$ cat config.mk
export PLATFORM = sky130hd
export DESIGN_NAME = d5m_axis_video_writer
export DESIGN_NICKNAME = d
export VERILOG_FILES = /design/src/rtl/generic_pack.sv /design/src/rtl/axis_sync_fifo.sv /design/src/rtl/d5m_axis_video_writer.sv
export SDC_FILE = /design/constraint.sdc
export NUM_CORES = 1
export LEC_CHECK = 0
export ABC_AREA = 1
export CAP_MARGIN = 15
export CORE_UTILIZATION = 62
export CTS_BUF_LIST = sky130_fd_sc_hd__clkbuf_8 sky130_fd_sc_hd__clkbuf_16
export DETAILED_ROUTE_END_ITERATION = 10
export HOLD_SLACK_MARGIN = 0.05
export PLACE_DENSITY = 0.82
export SLEW_MARGIN = 20
export SYNTH_ARGS = -nofsm -noshare
export SYNTH_HDL_FRONTEND = slang
export SYNTH_SLANG_ARGS = --single-unit
export TNS_END_PERCENT = 5
$ cat constraint.sdc
create_clock -name ACLK -period 6.5 [get_ports ACLK]
set_clock_uncertainty 0.05 [all_clocks]
set_input_delay 1.625 -clock ACLK [delete_from_list [all_inputs] [get_ports ACLK]]
set_output_delay 1.625 -clock ACLK [all_outputs]
set_load 0.02 [all_outputs]
$ cat src/rtl/generic_pack.sv
// Shared definitions for the D5M capture-to-AXIS writer: FSM encoding and
// default geometry parameters.
package generic_pack;

    localparam int DEF_DATA_WIDTH = 24;
    localparam int DEF_FIFO_DEPTH = 16;
    localparam int DEF_CNT_WIDTH  = 12;

    typedef enum logic [1:0] {
        ST_IDLE       = 2'd0,
        ST_WAIT_FRAME = 2'd1,
        ST_ACTIVE     = 2'd2,
        ST_DROP       = 2'd3
    } wr_state_e;

endpackage

$ cat src/rtl/axis_sync_fifo.sv
// Single-clock FIFO whose head is presented combinationally; a push into a
// full FIFO is accepted only when a pop happens in the same cycle.
module axis_sync_fifo #(
    parameter int WIDTH = 26,
    parameter int DEPTH = 16,
    localparam int AW   = $clog2(DEPTH)
) (
    input  logic             clk,
    input  logic             rst_n,
    input  logic             push,
    input  logic [WIDTH-1:0] wr_data,
    input  logic             pop,
    output logic [WIDTH-1:0] rd_data,
    output logic             full,
    output logic             empty,
    output logic [AW:0]      count
);

    localparam logic [AW:0] FULL_COUNT = (AW + 1)'(DEPTH);

    logic [WIDTH-1:0] mem [DEPTH];
    logic [AW-1:0]    wr_ptr;
    logic [AW-1:0]    rd_ptr;
    logic             do_push;
    logic             do_pop;

    assign full    = (count == FULL_COUNT);
    assign empty   = (count == '0);
    assign do_pop  = pop && !empty;
    assign do_push = push && (!full || do_pop);

    always_ff @(posedge clk or negedge rst_n) begin
        if (!rst_n) begin
            wr_ptr <= '0;
            rd_ptr <= '0;
            count  <= '0;
        end else begin
            if (do_push) wr_ptr <= wr_ptr + 1'b1;
            if (do_pop)  rd_ptr <= rd_ptr + 1'b1;
            case ({do_push, do_pop})
                2'b10:   count <= count + 1'b1;
                2'b01:   count <= count - 1'b1;
                default: count <= count;
            endcase
        end
    end

    always_ff @(posedge clk) begin
        if (do_push) mem[wr_ptr] <= wr_data;
    end

    // Zero the head while empty so the stream outputs read 0 in and after reset.
    assign rd_data = empty ? '0 : mem[rd_ptr];

endmodule

$ cat src/rtl/d5m_axis_video_writer.sv
// Converts a D5M-style frame/line-valid pixel stream into AXI4-Stream video
// (tuser = start of frame, tlast = end of line) through a small skid FIFO.
module d5m_axis_video_writer
    import generic_pack::*;
#(
    parameter int DATA_WIDTH = DEF_DATA_WIDTH,
    parameter int FIFO_DEPTH = DEF_FIFO_DEPTH,
    parameter int CNT_WIDTH  = DEF_CNT_WIDTH
) (
    input  logic                  ACLK,
    input  logic                  ARESETN,
    input  logic                  ifval,
    input  logic                  ilval,
    input  logic [DATA_WIDTH-1:0] idata,
    output logic                  m_axis_s2mm_tvalid,
    input  logic                  m_axis_s2mm_tready,
    output logic [DATA_WIDTH-1:0] m_axis_s2mm_tdata,
    output logic                  m_axis_s2mm_tuser,
    output logic                  m_axis_s2mm_tlast,
    output logic [CNT_WIDTH-1:0]  xCord,
    output logic [CNT_WIDTH-1:0]  yCord,
    output logic [15:0]           frame_count,
    output logic                  overflow,
    input  logic                  clear_overflow,
    output logic [1:0]            dbg_state
);

    localparam int FAW = $clog2(FIFO_DEPTH);
    localparam logic [FAW:0] ONE_ENTRY = 1;

    wr_state_e             state;
    wr_state_e             state_nxt;
    logic                  ifval_d;
    logic                  ilval_d;
    logic                  hold_valid;
    logic [DATA_WIDTH-1:0] hold_data;
    logic                  sof_pending;
    logic                  drop_drain;

    logic                  fval_rise;
    logic                  pix_valid;
    logic                  active;
    logic                  push_req;
    logic                  push_ok;
    logic                  pop;
    logic                  ovf_event;
    logic                  accept;
    logic                  empty_next;
    logic                  frame_done;

    logic [DATA_WIDTH+1:0] push_word;
    logic [DATA_WIDTH+1:0] head_word;
    logic                  fifo_full;
    logic                  fifo_empty;
    logic [FAW:0]          fifo_count;

    assign fval_rise = ifval && !ifval_d;
    assign pix_valid = ifval && ilval;
    assign active    = (state == ST_ACTIVE);

    // The held pixel always leaves the next cycle: tlast=0 if another pixel of
    // the same line follows, tlast=1 when the line (or frame) has just ended.
    assign push_req  = active && hold_valid;
    assign push_word = {sof_pending, !pix_valid, hold_data};

    assign pop       = !fifo_empty && m_axis_s2mm_tready;
    assign ovf_event = push_req && fifo_full && !pop;
    assign push_ok   = push_req && !ovf_event;
    assign accept    = active && pix_valid && !ovf_event;

    assign empty_next = push_ok ? 1'b0 : (fifo_empty || (pop && fifo_count == ONE_ENTRY));
    // Only a tlast beat that drains the FIFO after the frame closed ends a frame;
    // the tail of a dropped frame is suppressed via drop_drain.
    assign frame_done = pop && head_word[DATA_WIDTH] && !ifval && empty_next && !drop_drain;

    always_comb begin
        state_nxt = state;
        case (state)
            ST_IDLE:       if (!ifval)    state_nxt = ST_WAIT_FRAME;
            ST_WAIT_FRAME: if (fval_rise) state_nxt = ST_ACTIVE;
            ST_ACTIVE: begin
                if (ovf_event)   state_nxt = ST_DROP;
                else if (!ifval) state_nxt = ST_WAIT_FRAME;
            end
            ST_DROP:       if (!ifval)    state_nxt = ST_WAIT_FRAME;
            default:                      state_nxt = ST_IDLE;
        endcase
    end

    always_ff @(posedge ACLK or negedge ARESETN) begin
        if (!ARESETN) begin
            state       <= ST_IDLE;
            ifval_d     <= 1'b0;
            ilval_d     <= 1'b0;
            hold_valid  <= 1'b0;
            hold_data   <= '0;
            sof_pending <= 1'b0;
            drop_drain  <= 1'b0;
            overflow    <= 1'b0;
            frame_count <= '0;
        end else begin
            state      <= state_nxt;
            ifval_d    <= ifval;
            ilval_d    <= ilval;
            hold_valid <= accept;
            if (accept) hold_data <= idata;

            if (state == ST_WAIT_FRAME && fval_rise) sof_pending <= 1'b1;
            else if (push_ok)                        sof_pending <= 1'b0;

            if (ovf_event)       drop_drain <= 1'b1;
            else if (empty_next) drop_drain <= 1'b0;

            if (ovf_event)           overflow <= 1'b1;
            else if (clear_overflow) overflow <= 1'b0;

            if (frame_done) frame_count <= frame_count + 1'b1;
        end
    end

    // hold_valid is low exactly on the first accepted pixel of a line.
    always_ff @(posedge ACLK or negedge ARESETN) begin
        if (!ARESETN) begin
            xCord <= '0;
            yCord <= '0;
        end else begin
            if (accept) xCord <= hold_valid ? xCord + 1'b1 : '0;
            if (state == ST_WAIT_FRAME && fval_rise)  yCord <= '0;
            else if (active && ilval_d && !ilval)     yCord <= yCord + 1'b1;
        end
    end

    axis_sync_fifo #(
        .WIDTH (DATA_WIDTH + 2),
        .DEPTH (FIFO_DEPTH)
    ) u_fifo (
        .clk     (ACLK),
        .rst_n   (ARESETN),
        .push    (push_ok),
        .wr_data (push_word),
        .pop     (pop),
        .rd_data (head_word),
        .full    (fifo_full),
        .empty   (fifo_empty),
        .count   (fifo_count)
    );

    assign m_axis_s2mm_tvalid = !fifo_empty;
    assign m_axis_s2mm_tuser  = head_word[DATA_WIDTH+1];
    assign m_axis_s2mm_tlast  = head_word[DATA_WIDTH];
    assign m_axis_s2mm_tdata  = head_word[DATA_WIDTH-1:0];
    assign dbg_state          = state;

endmodule

# Yosys cells after proc, flatten, opt, wreduce, memory -nomap -nowiden
# Memory sizes are Yosys's and may differ from the RTL's.
# Index checks and enable logic that the tools add are counted.
[totals]
register_bits = 85
latchBits = 0
ramBits = 416
mem_bits_ro = 0
inputBits = 30
mem_count = 1
[op_classes]
addsub = 7
n_mul = 0
div = 0
order_cmp = 0
n_eq_ne = 8
shifts = 0
mux = 18
bitwise_logic = 0
reduce_logical = 38
[mem_list]
columns = ["memory", "words", "word_bits", "rd", "rd_clocked_by_memory_dff", "wr", "line", "text"]
rows = [
  ["u_fifo.mem", 16, 26, 1, 0, 1, "axis_sync_fifo.sv:21", "logic [WIDTH-1:0] mem [DEPTH];"],
]
[ops]
columns = ["cell", "n"]
rows = [
  ["two-way mux 12 bit", 3],
  ["two-way mux 26 bit", 1],
  ["adder 12 x 1 -> 12 bit (second input constant)", 2],
  ["logical AND 1 bit", 19],
  ["adder 16 x 1 -> 16 bit (second input constant)", 1],
  ["one-hot mux 5 bit (2 select lines)", 1],
  ["nonzero test 2 bit", 5],
  ["logical NOT 1 bit", 9],
  ["two-way mux 1 bit", 9],
  ["adder 4 x 1 -> 4 bit (second input constant)", 2],
  ["== test 2 bit (second input constant)", 3],
  ["two-way mux 2 bit", 3],
  ["one-hot mux 2 bit (3 select lines)", 1],
  ["adder 5 x 1 -> 5 bit (second input constant)", 1],
  ["== test 5 x 1 -> 1 bit (second input constant)", 1],
  ["== test 5 bit (second input constant)", 1],
  ["logical NOT 5 bit", 1],
  ["subtractor 5 x 1 -> 5 bit (second input constant)", 1],
  ["== test 2 x 1 -> 1 bit (second input constant)", 2],
  ["logical NOT 2 bit", 1],
  ["logical OR 1 bit", 2],
  ["!= test 2 bit (second input constant)", 1],
  ["OR reduction 2 bit", 1],
]

# Longest topological paths before layout
[logic_depth]
depth_word = 10
mapped_depth = 15
mapped_depth_nobuf = 15

# By module
# From an unflattened synthesis, not the netlist that was laid out.
[hier_totals]
cells_unflattened = 1954
hier_area_um2 = 21129.0
[by_module_without_submodules]
columns = ["mod", "n_inst", "cells_per_inst", "area_each_um2"]
rows = [
  ["axis_sync_fifo", 1, 1470, 17496.8],
  ["d5m_axis_video_writer", 1, 484, 3632.2],
]

# Least setup slack after synthesis
# Ideal clock, no wire load.
[synth_timing]
path_type = "input port to flip-flop"
startpoint = "input port m_axis_s2mm_tready"
endpoint = "memory u_fifo.mem[11][0], enable pin"
setup_time_ns = 0.409
t_arrival_ns = 3.388
required_ns = 6.041
path_slack_ns = 2.653
stages = 6
path_buffers = 0
cell_sequence = "nor2_1 > nand4_2 > inv_1 > nor2_2 > nand2_1 > nor2_1"
[synth_via]
elab_chain_len = 8
elab_cells_between_ends = 10
classes_between = "2 x mux; 8 x reduce/logical"
[synth_rtl]
columns = ["item", "line", "text"]
rows = [
  ["start, declared", "d5m_axis_video_writer.sv:16", "input logic m_axis_s2mm_tready,"],
  ["logical AND 1 bit *", "d5m_axis_video_writer.sv:66", "assign pop = !fifo_empty && m_axis_s2mm_tready;"],
  ["logical NOT 1 bit", "d5m_axis_video_writer.sv:67", "assign ovf_event = push_req && fifo_full && !pop;"],
  ["logical AND 1 bit", "d5m_axis_video_writer.sv:67", ""],
  ["logical NOT 1 bit", "d5m_axis_video_writer.sv:68", "assign push_ok = push_req && !ovf_event;"],
  ["logical AND 1 bit", "d5m_axis_video_writer.sv:68", ""],
  ["logical AND 1 bit *", "axis_sync_fifo.sv:30", "assign do_push = push && (!full || do_pop);"],
  ["two-way mux 1 bit *", "axis_sync_fifo.sv:49", "if (do_push) mem[wr_ptr] <= wr_data;"],
  ["two-way mux 1 bit (not written as such) *", "axis_sync_fifo.sv:49", ""],
  ["end, declared", "axis_sync_fifo.sv:21", ""],
]
# Every way passes the cells marked *; elsewhere a longest branch is shown, timed or not.

# Final worst setup path
[layout_timing]
startpoint = "register u_fifo.rd_ptr[0]"
endpoint = "output port m_axis_s2mm_tdata[13]"
[layout_via]
elab_chain_len = 2
[layout_rtl]
columns = ["item", "line", "text"]
rows = [
  ["start, declared", "axis_sync_fifo.sv:23", "logic [AW-1:0] rd_ptr;"],
  ["start signal, assigned", "axis_sync_fifo.sv:39", "if (do_pop) rd_ptr <= rd_ptr + 1'b1;"],
  ["memory (16 x 26 bit)", "-", ""],
  ["two-way mux 26 bit", "axis_sync_fifo.sv:53", "assign rd_data = empty ? '0 : mem[rd_ptr];"],
  ["end, declared", "d5m_axis_video_writer.sv:17", "output logic [DATA_WIDTH-1:0] m_axis_s2mm_tdata,"],
]
# No other way between the ends.

==> run_results.csv <==
group,metric,value,unit
cts,ctsHtreeMaxLevel,2,
worst_setup_path,crit_slowest_cell,"dfrtp_4",
route,wl_per_cell,22.0,µm
route,via_per_inst,6.23,
yosys,synth_top_family_by_area,"simple AND/OR/NAND/NOR gates",
pwr,ir_worst_vdd,271,µV
timing,fin_hold_ws,471,ps
yosys,synth.mux.area_fraction,0,%
layout,nets,1788,
place,routabilityCongestion,0.816,
global_route,grt.overflow.total,0,
yosys,ys_ff_latch,501,
timing,slew_headroom,21.6,%
flow_run,cap_violations,0,
die,io_pins,100,
place,hpwl,25100,µm
die,dieArea,33600,µm²
yosys,synth_cell_types,40,
place,port_buffers,99,
pwr,leakage,8.32,nW
cts,cts.path.max_buffers,3,
worst_setup_path,cp-start-kind,"flop",
timing,min_period_over_period,88.1,%
cts,clock_sinks,501,
die,fp.dieW,183,µm
cts,clk_pin_slew,70,ps
cts,cts_setup_buffers,0,
cts,clock_latency,560,ps
yosys,synth-compound-area-share,11.2,%
worst_setup_path,required,4830,ps
die,start_util,62.8,%
route,drt_iter0_drc,1768,
global_route,grt_pass1_wl,74000,µm
yosys,yosys_warnings,0,
place,placed_cell_area,21800,µm²
global_route,grt_antenna_before_repair,0,
timing,tightest_slew,1180,ps
cts,cts-root-buf,"clkbuf_16",
route,drtAntennaViolNets,0,
worst_setup_path,slowest_delay,850,ps
route,first_pass_iters,8,
timing,final_max_slew_viol_count,0,
worst_setup_path,crit_chain,"inv_4 > buf_4 > o21ai_0 > o221ai_1 > nand3_1 > a21oi_1 > clkdlybuf4s50_1",
yosys,ys.flop_type,"edfxtp_1",
route,vias,13861,
yosys,syn-num-nets,1710,
die,die_y,183,µm
worst_setup_path,crit_family,"buffers and inverters",
layout,layout_commonest_cell,"edfxtp_1",
worst_setup_path,end_kind,"output port",
route,drcViolationCount,0,
cts,cts_tree,"done",
pwr,power_density,446,nW/µm²
worst_setup_path,path_class,"reg2out",
timing,finalHoldViolations,0,
yosys,syn_area,20400,µm²
timing,fmax,175,MHz
route,drt_wl_total,48900,µm
yosys,avgSynthCellArea,12.2,µm²
layout,fill_cells,1975,
die,coreArea,32500,µm²
cts,hold_buffers,0,
yosys,yosysTopAreaCell,"edfxtp_1",
pwr,power,10.5,mW
yosys,yosys.area_share.simple,11.7,%
place,post-place-ws,1420,ps
timing,finalCriticalPeriod,5730,ps
yosys,async_flop_share,17.0,%
yosys,synth_edf_count,416,
yosys,synth_xor_area_share,1.16,%
run_status,outcome,"complete, no violations",
layout,antennaDiodeCount,0,
worst_setup_path,crit_buf_inv,3,
timing,fin_tns_setup,0,ps
yosys,synthAdderAreaFrac,0.921,%
yosys,synth_top_cell_area_share,61.3,%
layout,final_cell_mix,"edfxtp_1, nor2_1, o21ai_0",
global_route,grt_pass1_vias,13527,
worst_setup_path,crit_arrival,4050,ps
layout,design_area,23500,µm²
cts,cts_resized,0,
layout,area_growth,15.4,%
yosys,synth_cells,1665,
layout,drive_gt1_share,7.46,%
yosys,ys_seq_area_share,71.7,%
timing,setup_viol,0,
timing,fin_ws,772,ps
yosys,synth_area_leaders,"edfxtp_1, dfrtp_1, o21ai_0, nor2_1, nand2_1",
timing,rsz0062_at_grt,"false",
hold_path,hp-class,"reg2reg",
global_route,grt_util_all_layers,29.4,%
cts,cts_buffers,48,
die,rows,66,
global_route,grt_max_degree,107,
worst_setup_path,crit_fanout,100,
-- flip-flops by register name, indices dropped and copies added, names as in the netlist, 2 cells and up --
signal and flops:
dbg_state 2, u_fifo.mem 416, xCord 12, u_fifo.wr_ptr 4
yCord 12, u_fifo.rd_ptr 4, u_fifo.count 5, hold_data 24
frame_count 16
-- logic make-up after synthesis --
family,after synthesis
AND/OR/NAND/NOR,573
XOR/XNOR,27
flip-flops,501
AO/OA/AOI/OAI,386
buffers and inverters,163
adder cells (fa/ha/maj),15
-- Yosys cell counts (5+ instances only) --
| master | number |
|---|---|
| clkbuf_1 | 57 |
| o221ai_1 | 80 |
| o22ai_1 | 14 |
| nand2_1 | 218 |
| nand3_1 | 65 |
| dfrtp_1 | 85 |
| a21oi_1 | 55 |
| inv_1 | 63 |
| xnor2_1 | 8 |
| ha_1 | 15 |
| nand4_1 | 10 |
| nor2_1 | 246 |
| buf_4 | 5 |
| edfxtp_1 | 416 |
| nor3_1 | 16 |
| buf_2 | 29 |
| xor2_1 | 19 |
| o21ai_0 | 223 |
-- report_power, final --
group          switching (mW)  internal, mW  total (mW)
combinational            2.07          1.14        3.21
clock                    1.17          1.62        2.79
sequential              0.504          3.99        4.49
-- metrics by stage --
| stage | utilization (%) | std cells |
|---|---|---|
| floorplan | - | 1665 |
| global placement | 67.1 | 2129 |
| detailed placement | 67.2 | 2130 |
| CTS | 72.1 | 2219 |
| global route | 72.5 | 2224 |
| finish | 72.5 | 2224 |
-- per-layer routing --
layer | global-route usage [%] | up-vias | share of wire (%) | routed length [µm]
li1 | - | 6171 | - | -
met1 | 40.3 | 6685 | 39 | 18900
met2 | 46.1 | 880 | 47 | 23000
met3 | 5.36 | 125 | 11 | 5380
met4 | 13.7 | 0 | 3.4 | 1680
met5 | 0 | - | 0 | 0
-- cell type report --
| class | count | area [µm²] | share of cell area, % |
|---|---|---|---|
| flip-flops and latches | 501 | 14600 | 62.2 |
| inverters | 67 | 254 | 1.08 |
| clock inverters | 31 | 225 | 0.957 |
| clock buffers | 58 | 1370 | 5.84 |
| repair buffers | 124 | 1290 | 5.50 |
| well taps | 442 | 553 | 2.35 |
| multi-input cells | 1001 | 5200 | 22.1 |
-- worst min-delay path, stage by stage, from the launching register on --
cell	delay, ps
dfrtp_1	360
xor2_1	80
inv_1	50
-- path summary, 6_finish.rpt --
check	cells past startpoint	from	endpoint	slack, ps
setup / recovery	7	u_fifo.rd_ptr[0]	m_axis_s2mm_tdata[13]	770
max in group asynchronous	2	ARESETN	u_fifo.rd_ptr[0]	4160
hold / removal	2	u_fifo.count[4]	u_fifo.count[4]	470
setup reg to reg	10	dbg_state[0]	u_fifo.mem[8][12]	3110
hold reg to reg	2	u_fifo.count[4]	u_fifo.count[4]	470
min in group asynchronous	1	ARESETN	hold_data[13]	960
No activity file was read; power rests on OpenSTA's default activity.
